`config.mk`:
```
export PLATFORM = sky130hd
export DESIGN_NAME = cache_replace_ctrl
export DESIGN_NICKNAME = d
export VERILOG_FILES = /design/src/rtl/cache_replace_ctrl_pkg.sv /design/src/rtl/cache_replace_ctrl_victim_select.sv /design/src/rtl/cache_replace_ctrl.sv
export SDC_FILE = /design/constraint.sdc
export NUM_CORES = 1
export LEC_CHECK = 0
export ABC_AREA = 1
export CAP_MARGIN = 20
export CORE_UTILIZATION = 32
export CTS_BUF_LIST = sky130_fd_sc_hd__clkbuf_8
export CTS_CLUSTER_SIZE = 14
export DETAILED_ROUTE_END_ITERATION = 8
export HOLD_SLACK_MARGIN = 0.03
export PLACE_DENSITY = 0.85
export SLEW_MARGIN = 20
export SYNTH_ARGS = -nofsm -noshare
export SYNTH_HDL_FRONTEND = slang
export SYNTH_SLANG_ARGS = --single-unit
```
`constraint.sdc`:
```
create_clock -name clk -period 1.3 [get_ports clk]
set_input_delay 0.39 -clock clk [delete_from_list [all_inputs] [get_ports clk]]
set_output_delay 0.39 -clock clk [all_outputs]
set_load 0.005 [all_outputs]
```
`src/rtl/cache_replace_ctrl_pkg.sv`:
```
// Shared types for the L1 miss/replacement controller.
package cache_replace_ctrl_pkg;

  localparam int NUM_WAYS = 4;
  localparam int WAY_W    = $clog2(NUM_WAYS);

  typedef logic [1:0] lc3b_way;
  typedef logic [3:0] lc3b_way_mask;

  typedef enum logic [1:0] {
    IDLE      = 2'd0,
    CHECK     = 2'd1,
    WRITEBACK = 2'd2,
    FETCH     = 2'd3
  } cache_state_t;

  // True when at least one way of the set is still unused.
  function automatic logic has_invalid(input lc3b_way_mask valid);
    return ~&valid;
  endfunction

endpackage

```
`src/rtl/cache_replace_ctrl_victim_select.sv`:
```
// Victim picker: the lowest-index invalid way wins; when the set is full,
// the LRU way is evicted.
module cache_replace_ctrl_victim_select
  import cache_replace_ctrl_pkg::*;
(
  input  lc3b_way_mask way_valid,
  input  lc3b_way      lru_way,
  output lc3b_way      victim
);

  // Priority encode the first free way, otherwise fall back to LRU.
  always_comb begin
    victim = lru_way;
    if (has_invalid(way_valid)) begin
      if (!way_valid[0])      victim = 2'd0;
      else if (!way_valid[1]) victim = 2'd1;
      else if (!way_valid[2]) victim = 2'd2;
      else                    victim = 2'd3;
    end
  end

endmodule

```
`src/rtl/cache_replace_ctrl.sv`:
```
// Miss/replacement controller for the 4-way L1: hit handling with LRU
// promotion, victim selection, dirty write-back and line fill.
module cache_replace_ctrl
  import cache_replace_ctrl_pkg::*;
#(
  parameter int NUM_WAYS = 4,
  parameter int WAY_W    = $clog2(NUM_WAYS)
) (
  input  logic                clk,
  input  logic                rst,
  input  logic                mem_read,
  input  logic                mem_write,
  output logic                mem_resp,
  input  logic                hit,
  input  logic [WAY_W-1:0]    hit_way,
  input  logic [NUM_WAYS-1:0] way_valid,
  input  logic [NUM_WAYS-1:0] way_dirty,
  input  logic [WAY_W-1:0]    lru_way,
  output logic                lru_write,
  output logic [WAY_W-1:0]    lru_index,
  output logic                pmem_read,
  output logic                pmem_write,
  input  logic                pmem_resp,
  output logic                pmem_addr_sel,
  output logic                fill_we,
  output logic [WAY_W-1:0]    fill_way,
  output logic                data_we,
  output logic                dirty_set,
  output logic                dirty_clr
);

  cache_state_t state, next_state;
  lc3b_way      victim_q, victim_d, victim_c;
  logic         req;

  assign req = mem_read | mem_write;

  cache_replace_ctrl_victim_select u_victim_select (
    .way_valid (way_valid),
    .lru_way   (lru_way),
    .victim    (victim_c)
  );

  // State and victim registers; reset drops any in-flight memory transaction.
  always_ff @(posedge clk) begin
    if (rst) begin
      state    <= IDLE;
      victim_q <= '0;
    end else begin
      state    <= next_state;
      victim_q <= victim_d;
    end
  end

  // Next-state and state-decoded outputs, qualified by the current inputs.
  always_comb begin
    next_state    = state;
    victim_d      = victim_q;
    mem_resp      = 1'b0;
    lru_write     = 1'b0;
    lru_index     = '0;
    pmem_read     = 1'b0;
    pmem_write    = 1'b0;
    pmem_addr_sel = 1'b0;
    fill_we       = 1'b0;
    fill_way      = '0;
    data_we       = 1'b0;
    dirty_set     = 1'b0;
    dirty_clr     = 1'b0;

    unique case (state)
      IDLE: begin
        if (req) next_state = CHECK;
      end

      CHECK: begin
        if (!req) begin
          // CPU walked away; return silently without touching LRU state.
          next_state = IDLE;
        end else if (hit) begin
          mem_resp   = 1'b1;
          lru_write  = 1'b1;
          lru_index  = hit_way;
          // Simultaneous read and write is resolved as a write.
          if (mem_write) begin
            data_we   = 1'b1;
            dirty_set = 1'b1;
          end
          next_state = IDLE;
        end else begin
          // Victim is latched and the write-back decision made this cycle.
          victim_d = victim_c;
          if (way_valid[victim_c] && way_dirty[victim_c]) next_state = WRITEBACK;
          else                                            next_state = FETCH;
        end
      end

      WRITEBACK: begin
        pmem_write    = 1'b1;
        pmem_addr_sel = 1'b1;
        fill_way      = victim_q;
        if (pmem_resp) begin
          dirty_clr  = 1'b1;
          next_state = FETCH;
        end
      end

      FETCH: begin
        pmem_read = 1'b1;
        fill_way  = victim_q;
        if (pmem_resp) begin
          fill_we    = 1'b1;
          next_state = CHECK;
        end
      end

      default: next_state = IDLE;
    endcase
  end

endmodule

```
==> results.txt <==
----------------------------------------------------
[Detailed routing]
  Routed length per placed instance ... 11.0 um
  Total routed wirelength ... 1440 um
  Drt pass-1 iters ... 2
  Final ANT Viol Nets ... 0
  Drt initial violations ... 13
  Total via count in the routed design ... 601
  Vias/cell ... 4.59
  DRC Markers ... 0

[Setup path]
  Top fanout value on the critical path ... 3
  CP endpoint kind ... output port
  Req. time, crit path ... 0.91 ns
  Type of the worst setup path ... register to output port
  Data arrival time of the critical path ... 1.20 ns
  Startpoint class of the critical path ... register

[Placement]
  Detail Placement HPWL ... 893 um
  Number of port buffers ... 30
  Pre-CTS worst setup slack ... -0.804 ns
  Weighted congestion reported at the end of routability-driven placement ... 0.699
  Cell Area, Placed ... 826 um^2

[STA]
  Slew @ Worst Pin ... 0.224 ns
  Total of endpoints with negative setup slack in the final report ... 17
  Post-layout minimum cycle time ... 1.59 ns
  Final worst-path setup slack ... -0.291 ns
  Maximum achievable frequency ... 629 MHz
  Post-Route Hold Slack ... 0.534 ns
  Number of pins exceeding their max-slew limit in the final report ... 0
  Share of the clock period used by the worst path ... 122%
  Max-Slew Margin vs Limit ... 85.0%
  RSZ-0062 raised after global routing ... true
  Post-Route Setup TNS ... -3.56 ns
  Maximum clock skew at final layout ... 0.00867 ns
  Number of hold violations in the final report ... 0

[Layout]
  Synth-to-Final Area Change ... 129%
  Footprint of the flip-flops and latches ... 85.1 um^2
  Cell area after layout ... 1030 um^2
  NumNets Final ... 140
  Count of inserted antenna diode cells ... 0
  Filler cell count in the final layout ... 98
  Fraction of layout cells with a size suffix above 1 ... 56.9%
  Layout Utilization ... 78.9%
  Commonest cells after routing, fill and taps aside ... buf_6, clkdlybuf4s50_1, buf_2
  Most frequent standard cell in the layout excluding fill and tap cells ... buf_6
  Area of combinational cells with multiple inputs ... 423 um^2

[Global routing]
  Largest net degree at the start of global routing ... 5
  Aggregate global routing overflow ... 0
  Total track usage ... 21.4%
  Number of global-route vias before repair ... 552
  Global-route wire length before repair ... 2150 um
  Antenna violations before repair ... 0

[Die]
  Initial core utilization ... 34.5%
  Area of the die ... 1560 um^2
  Core footprint ... 1300 um^2
  Die extent in y ... 39.5 um
  Placement row count ... 13
  Total I/O pin count ... 31
  Die extent in x ... 39.5 um

[Synth]
  Cell area after synthesis ... 449 um^2
  Synthesized netlist cell count ... 68
  Prevailing post-synth register cell ... dfxtp_1
  Number of register bits inferred by synthesis ... 4
  Number of distinct library cell variants in the gate-level netlist after synthesis ... 21
  Synthesized area divided by synthesized cell count ... 6.61 um^2
  Syn Nets ... 90
  Sequential-to-total area share from yosys stat ... 17.8%
  Number of enable flip-flop cells after synthesis ... 0
  FFs w/ async S/R, synth ... 0%
  Syn. warnings ... 0

[Power and ir drop]
  Peak ir drop on the vdd network ... 0.000507 V
  Pwr per Cell Area ... 699 nW/um^2
  Leakage dissipation ... 0.490 nW

[CTS]
  Clock Sinks ... 4
  Hold buffer count at CTS ... 0
  H-tree level count ... 1
  Largest buffer count on any clock path ... 2
  Clk slew on worst S/H paths ... 0.04 ns
  TritonCTS clock tree ... done
  Number of buffers inserted during clock tree synthesis ... 3
  Cell at the root of the clock tree ... clkbuf_8
  Worst skew pair latency ... 0.22 ns

[Status]
  Result of the run ... finished, violations left
  Violations in the final reports ... negative setup slack

[Flow run]
  Total of max-cap violations ... 0

[Hold path]
  Path type of the worst min-delay path ... register to register

----------------------------------------------------
==> routing by layer <==
layer | vias to the layer above | wire [um] | global-route usage [%]
met4 | 0 | 28 | 5.17
met3 | 4 | 87 | 6.82
met1 | 262 | 456 | 16.7
met5 | - | 0 | 0
li1 | 307 | - | -
met2 | 28 | 871 | 47.1
==> flip-flops by register name, summed over array words and instances, names as in the netlist <==
register / cells
state: 2
victim_q: 2
==> power breakdown <==
group          switching (mW)  internal, mW  total (mW)
clock network          0.0680         0.198       0.266
registers              0.0114         0.137       0.148
logic                   0.138         0.167       0.305
==> repair_timing <==
action,4_1_cts,5_1_grt
setup endpoints to repair,17,17
pin swaps,20,8
gates resized for setup,99,4
buffers inserted,11,1
gates cloned,0,0
==> cell usage after synthesis (2+ instances only) <==
cell / count / area, um^2
nand2_2: 3 / 18.8
a21oi_1: 3 / 15.0
a21oi_2: 2 / 17.5
nor3b_1: 2 / 15.0
buf_4: 3 / 22.5
nor2_1: 8 / 30.0
inv_1: 12 / 45.0
nand2_1: 13 / 48.8
dfxtp_1: 4 / 80.1
ha_1: 4 / 50.1
o21ai_0: 3 / 15.0
nand3_1: 2 / 10.0
==> critical path: stages (launching register included) <==
cell	delay, ns
dfxtp_2	0.32
buf_6	0.12
ha_4	0.17
nor2_4	0.12
buf_6	0.11
nor2_1	0.03
buf_2	0.11
==> final cells by class <==
| cell class | instances | share of cell area (%) |
|---|---|---|
| clock buffer | 3 | 4.02 |
| tap | 15 | 1.83 |
| sequential | 4 | 8.28 |
| inverter | 12 | 4.38 |
| multi-input combinational | 49 | 41.2 |
| timing repair buffer | 48 | 40.3 |
==> kinds of logic after synthesis <==
logic type,Yosys count,share of synthesized area [%]
adder cells (fa/ha/maj),4,11.1
buffers and inverters,15,15.0
AND/OR/NAND/NOR,35,41.2
AO/OA/AOI/OAI,10,14.8
flip-flops,4,17.8
==> path summary, 6_finish.rpt <==
path / depth (start not counted) / to / slack, ns / startpoint
min reg2reg: 2 / victim_q[0] / 0.53 / victim_q[0]
max reg2reg: 10 / state[0] / -0.18 / state[1]
min: 2 / victim_q[0] / 0.53 / victim_q[0]
max: 6 / fill_way[1] / -0.29 / state[1]
==> metrics by stage <==
step,total power [mW],std cells
after floorplan,0.243,68
after global placement,0.364,120
after detailed placement,0.369,120
after CTS,0.697,130
after global routing,0.760,131
final,0.718,131
Note: power is estimated with default switching activity, not from simulation.
